`config.mk`:
```
export PLATFORM = sky130hd
export DESIGN_NAME = lu_arbiter
export DESIGN_NICKNAME = d
export VERILOG_FILES = /design/src/rtl/lu_arb_pkg.sv /design/src/rtl/lu_core.sv /design/src/rtl/lu_arbiter.sv
export SDC_FILE = /design/constraint.sdc
export NUM_CORES = 1
export LEC_CHECK = 0
export ABC_AREA = 1
export CORE_ASPECT_RATIO = 1.5
export CORE_MARGIN = 2
export CORE_UTILIZATION = 29
export DETAILED_ROUTE_END_ITERATION = 16
export PLACE_DENSITY = 0.64
export SLEW_MARGIN = 30
export SYNTH_ARGS = -nofsm -noshare
export SYNTH_HDL_FRONTEND = slang
export SYNTH_SLANG_ARGS = --single-unit
```
`constraint.sdc`:
```
create_clock -name clk -period 1.5 [get_ports clk]
set_clock_uncertainty 0.2 [all_clocks]
set_input_delay 0.15 -clock clk [delete_from_list [all_inputs] [get_ports clk]]
set_output_delay 0.15 -clock clk [all_outputs]
set_load 0.1 [all_outputs]
```
`src/rtl/lu_arb_pkg.sv`:
```
// Shared definitions for the two-requester logic-unit arbiter.
// Op-code encodings, FSM state type and the default datapath width.
package lu_arb_pkg;

   localparam int DEFAULT_WIDTH = 4;

   localparam logic [1:0] OP_XNOR = 2'b00;
   localparam logic [1:0] OP_XOR  = 2'b01;
   localparam logic [1:0] OP_NOR  = 2'b10;
   localparam logic [1:0] OP_OR   = 2'b11;

   typedef enum logic [1:0] {
      IDLE = 2'd0,
      EXEC = 2'd1,
      RESP = 2'd2
   } state_t;

endpackage

```
`src/rtl/lu_core.sv`:
```
// Combinational logic unit: bitwise XNOR / XOR / NOR / OR selected by op.
module lu_core
   import lu_arb_pkg::*;
#(
   parameter int WIDTH = DEFAULT_WIDTH
) (
   input  logic [WIDTH-1:0] a,
   input  logic [WIDTH-1:0] b,
   input  logic [1:0]       op,
   output logic [WIDTH-1:0] y
);

   always_comb begin
      case (op)
         OP_XNOR: y = ~(a ^ b);
         OP_XOR:  y = a ^ b;
         OP_NOR:  y = ~(a | b);
         default: y = a | b;
      endcase
   end

endmodule

```
`src/rtl/lu_arbiter.sv`:
```
// Round-robin arbiter/sequencer sharing one lu_core between two requesters.
// Optional grant counters are enabled by defining LU_ARB_STATS_EN.
module lu_arbiter
   import lu_arb_pkg::*;
#(
   parameter int WIDTH = DEFAULT_WIDTH
) (
   input  logic             clk,
   input  logic             reset,
   input  logic             req0_valid,
   output logic             req0_ready,
   input  logic [WIDTH-1:0] req0_a,
   input  logic [WIDTH-1:0] req0_b,
   input  logic [1:0]       req0_op,
   input  logic             req1_valid,
   output logic             req1_ready,
   input  logic [WIDTH-1:0] req1_a,
   input  logic [WIDTH-1:0] req1_b,
   input  logic [1:0]       req1_op,
   output logic             rsp_valid,
   input  logic             rsp_ready,
   output logic [WIDTH-1:0] rsp_data,
   output logic             rsp_id
`ifdef LU_ARB_STATS_EN
   ,
   output logic [7:0]       gnt0_cnt,
   output logic [7:0]       gnt1_cnt
`endif
);

   state_t           r_state;
   state_t           w_next_state;
   logic             r_last_grant;
   logic [WIDTH-1:0] r_a;
   logic [WIDTH-1:0] r_b;
   logic [1:0]       r_op;
   logic             r_id;
   logic [WIDTH-1:0] r_rsp_data;
   logic             r_rsp_id;

   logic             w_gnt0;
   logic             w_gnt1;
   logic             w_accept;
   logic [WIDTH-1:0] w_lu_y;

   // r_last_grant == 1 means requester 1 was served last, so requester 0 wins a tie.
   assign w_gnt0   = req0_valid && (!req1_valid || r_last_grant);
   assign w_gnt1   = req1_valid && (!req0_valid || !r_last_grant);
   assign w_accept = (r_state == IDLE) && (w_gnt0 || w_gnt1);

   lu_core #(.WIDTH(WIDTH)) u_lu_core (
      .a  (r_a),
      .b  (r_b),
      .op (r_op),
      .y  (w_lu_y)
   );

   // NOTE: sequential state uses non-blocking assignments so every flop samples pre-edge values.
   always_ff @(posedge clk or posedge reset) begin
      if (reset) r_state <= IDLE;
      else       r_state <= w_next_state;
   end

   // NOTE: default assignment first so no path through the case leaves the signal unassigned (no latch).
   always_comb begin
      w_next_state = r_state;
      case (r_state)
         IDLE:    if (w_gnt0 || w_gnt1) w_next_state = EXEC;
         EXEC:    w_next_state = RESP;
         RESP:    if (rsp_ready) w_next_state = IDLE;
         default: w_next_state = IDLE;
      endcase
   end

   // Readies are masked by reset so they read 0 while reset is held.
   always_comb begin
      req0_ready = 1'b0;
      req1_ready = 1'b0;
      rsp_valid  = 1'b0;
      case (r_state)
         IDLE: begin
            req0_ready = w_gnt0 && !reset;
            req1_ready = w_gnt1 && !reset;
         end
         RESP:    rsp_valid = 1'b1;
         default: ;
      endcase
   end

   always_ff @(posedge clk or posedge reset) begin
      if (reset) begin
         r_last_grant <= 1'b1;
         r_a          <= '0;
         r_b          <= '0;
         r_op         <= OP_XNOR;
         r_id         <= 1'b0;
         r_rsp_data   <= '0;
         r_rsp_id     <= 1'b0;
      end else begin
         if (w_accept) begin
            r_a          <= w_gnt1 ? req1_a  : req0_a;
            r_b          <= w_gnt1 ? req1_b  : req0_b;
            r_op         <= w_gnt1 ? req1_op : req0_op;
            r_id         <= w_gnt1;
            r_last_grant <= w_gnt1;
         end
         if (r_state == EXEC) begin
            r_rsp_data <= w_lu_y;
            r_rsp_id   <= r_id;
         end
      end
   end

   assign rsp_data = r_rsp_data;
   assign rsp_id   = r_rsp_id;

`ifdef LU_ARB_STATS_EN
   logic [7:0] r_gnt0_cnt;
   logic [7:0] r_gnt1_cnt;

   // Saturating at 8'hFF; only reset clears them.
   always_ff @(posedge clk or posedge reset) begin
      if (reset) begin
         r_gnt0_cnt <= 8'd0;
         r_gnt1_cnt <= 8'd0;
      end else if (w_accept) begin
         if (w_gnt0 && (r_gnt0_cnt != 8'hFF)) r_gnt0_cnt <= r_gnt0_cnt + 8'd1;
         if (w_gnt1 && (r_gnt1_cnt != 8'hFF)) r_gnt1_cnt <= r_gnt1_cnt + 8'd1;
      end
   end

   assign gnt0_cnt = r_gnt0_cnt;
   assign gnt1_cnt = r_gnt1_cnt;
`endif

endmodule
```
==> impl_metrics.env <==
export IMPL_run_status="finished, violations left"
export IMPL_violations_in_the_final_reports="negative setup slack"
export IMPL_worst_slew_margin_rel_pct=84.82
export IMPL_finalSetupViolCount=2
export IMPL_critical_path_cell_chain="o21ai_2, nor3_4, buf_12"
export IMPL_post_synth_inst_count=167
export IMPL_cpPeakStageDelay_ns=0.57
export IMPL_worst_r2r_cell_count=6
export IMPL_start_util_pct=29.68
export IMPL_timing_reg2reg_setup_slack_ns=0.11
export IMPL_worstPathRequired_ns=1.15
export IMPL_drc=0
export IMPL_cts_tree="built"
export IMPL_period_needed_ns=1.655
export IMPL_route_antenna_remaining_nets=0
export IMPL_final_design_instance_area_without_fill_sq_um=1798
export IMPL_core_area_sq_um=3854
export IMPL_ys_ff_latch=19
export IMPL_synth_mux_area_share_pct=0
export IMPL_post_synth_cell_area_avg_sq_um=6.848
export IMPL_timing_hold_worst_class="input port to asynchronous set/reset pin"
export IMPL_power_leakage_nw=0.9426
export IMPL_num_rows=28
export IMPL_post_dp_cell_area_sq_um=1715
export IMPL_numPortBuffers=32
export IMPL_hpwlAfterDp_mm=1.998
export IMPL_worstSetupStartpointType="register"
export IMPL_seq_area_frac_synth_pct=41.68
export IMPL_cts_buffers_inserted=3
export IMPL_final_period_util_pct=110.4
export IMPL_route_detailed_wl_per_inst_um=9.570
export IMPL_total_grt_usage_pct=12.33
export IMPL_post_synthesis_cell_type_count=14
export IMPL_synth_top_family_by_area="simple AND/OR/NAND/NOR gates"
export IMPL_clock_latency_ns=0.25
export IMPL_initial_antenna_violation_count=0
export IMPL_crit_start="r_last_grant$_DFFE_PP1P_"
export IMPL_vias=1110
export IMPL_fp_dieArea_sq_um=4472
export IMPL_number_of_sinks_on_the_clock_net=19
export IMPL_upper_clock_frequency_limit_mhz=604.1
export IMPL_vias_per_cell=4.302
export IMPL_worst_ir_drop_on_vdd_v=0.001590
export IMPL_grt_overflow=0
export IMPL_timing_worst_setup_path_type="register to output port"
export IMPL_grt_start_max_net_pins=20
export IMPL_firstDrtPassIters=4
export IMPL_post_layout_nonfiller_instances=258
export IMPL_most_common_layout_cells="66 x sky130_fd_sc_hd__nand2_1, 29 x sky130_fd_sc_hd__inv_1, 24 x sky130_fd_sc_hd__clkdlybuf4s50_1"
export IMPL_clkSlewWorstSetupHoldPaths_ns=0.07
export IMPL_root_cell_of_the_clock_tree="sky130_fd_sc_hd__clkbuf_8"
export IMPL_worst_ep_arrival_time_ns=1.31
export IMPL_syn_area_sq_um=1144
export IMPL_synth_adder_area_share_pct=4.376
export IMPL_critical_path_peak_fanout=3
export IMPL_power_density_cell_area_nw_per_um2=2114
export IMPL_die_height_um=80.91
export IMPL_grt_pass1_vias=1055
export IMPL_rsz_0062_raised_after_global_routing="yes"
export IMPL_dpl_cell_count=251
export IMPL_worstReg2RegEnd="r_a[0]$_DFFE_PP0P_"
export IMPL_areaGrowthSynthToFinish_pct=57.22
export IMPL_critPathCaptureType="output port"
export IMPL_gp_congestion=0.7585
export IMPL_h_tree_depth_reported_by_cts=1
export IMPL_yosys_area_share_simple_pct=39.06
export IMPL_worst_setup_path_endpoint="req0_ready"
export IMPL_nNetsFinal=243
export IMPL_final_common_cell="sky130_fd_sc_hd__nand2_1"
export IMPL_max_cap_violations=0
export IMPL_timing_worst_slew_pin_value_ns=0.2270
export IMPL_yosys_area_share_xor_xnor_pct=0
export IMPL_wire_length_of_the_first_global_routing_pass_mm=4.409
export IMPL_finalHoldViolations=0
export IMPL_finalWorstSetupSlack_ns=-0.1553
export IMPL_reg2reg_from="r_last_grant$_DFFE_PP1P_"
export IMPL_i_o_pin_count=33
export IMPL_yosysWarningCount=0
export IMPL_synth_compound_area_share_pct=1.751
export IMPL_n_antenna_cell=0
export IMPL_die_extent_in_x_um=55.28
export IMPL_placement_setup_worst_slack_ns=-0.1444
export IMPL_drt_first_iter_violations=17
export IMPL_number_of_pins_exceeding_their_max_slew_limit_in_the_final_report=0
export IMPL_cts_path_max_buffers=2
export IMPL_slowest_cell_on_the_critical_path="sky130_fd_sc_hd__dfstp_2"
export IMPL_drt_total_wl_mm=2.469
export IMPL_synthesis_nets=196
export IMPL_final_layout_size_suffix_gt1_share_pct=18.31
## what timing repair did
action                     in CTS  in global routing
buffers inserted                3                  1
hold buffers                    0                  0
resized for setup               0                  4
gates cloned                    0                  0
setup endpoints to repair       2                 13
pin swaps                       4                  1
hold endpoints to repair        0                  0
## kinds of logic after synthesis
| logic type | count (synthesis) |
|---|---|
| fa+ha+maj | 4 |
| compound gates | 4 |
| flops | 19 |
| buf+inv | 37 |
| simple gates | 103 |
## where the power goes
group	leakage [nW]	switching, mW	internal [mW]
logic	0.687	1.50	0.987
registers	0.233	0.186	0.775
clock network	0.0228	0.163	0.189
total	0.943	1.85	1.95
## synth_stat cells, drive strengths merged
master	number	share of area, %
nand2	68	22
inv	32	11
nand3	23	10
dfrtp	18	39
nand3b	6	3.9
buf	5	2.6
nor2	5	2.3
ha	4	4.4
o21ai	4	1.8
dfstp	1	2.3
nor3	1	0.44
## per-stage QoR
stage | setup TNS, ns | util (%) | hold slack, ns | power (mW)
finish | -0.2959 | 46.66 | 0.1881 | 3.800
global route | -0.4409 | 46.66 | 0.2191 | 4.130
CTS | -0.3110 | 46.27 | 0.2036 | 3.810
detailed placement | -0.9257 | 44.51 | 0.2652 | 3.401
global placement | -0.5665 | 44.51 | 0.2632 | 3.351
floorplan | -0.4034 | - | -0.09961 | 2.603
## worst min-delay path by stage
stage / startpoint / to / slack (ns)
after floorplan: reset / r_a[0]$_DFFE_PP0P_ / -0.1
after global placement: r_b[2]$_DFFE_PP0P_ / r_b[2]$_DFFE_PP0P_ / 0.26
after detailed placement: r_a[3]$_DFFE_PP0P_ / r_a[3]$_DFFE_PP0P_ / 0.27
after CTS: reset / r_state[1]$_DFFE_PP0P_ / 0.20
after global routing: reset / r_state[1]$_DFFE_PP0P_ / 0.22
final: reset / r_state[1]$_DFFE_PP0P_ / 0.19
## critical path, delay by kind of cell (launching register included)
| family | cells | cell delay (ns) |
|---|---|---|
| and+or+nand+nor | 1 | 0.20 |
| DFF | 1 | 0.57 |
| buffers and inverters | 1 | 0.20 |
| AOI/OAI and AO/OA | 1 | 0.08 |
## layer usage
metal,vias up,track usage [%],share of wire (%)
li1,598,-,-
met1,482,13.21,40
met2,25,23.81,56
met3,5,1.433,2.6
met4,0,5.854,2.2
met5,-,0,0
## area by class of cell
type | instances | area, sq um
Clock buffer | 4 | 45.04
Fill cell | 392 | 2056
Inverter | 32 | 122.6
Multi-Input combinational cell | 111 | 571.8
Sequential cell | 19 | 476.7
Tap cell | 45 | 56.30
Timing Repair Buffer | 47 | 525.5
## registers in the layout, indices dropped and copies added, names as in the netlist
| signal | cells |
|---|---|
| r_a | 4 |
| r_b | 4 |
| rsp_data | 4 |
| r_op | 2 |
| r_state | 2 |
| r_id | 1 |
| r_last_grant | 1 |
| rsp_id | 1 |
Power figures use the tool's default switching activity.
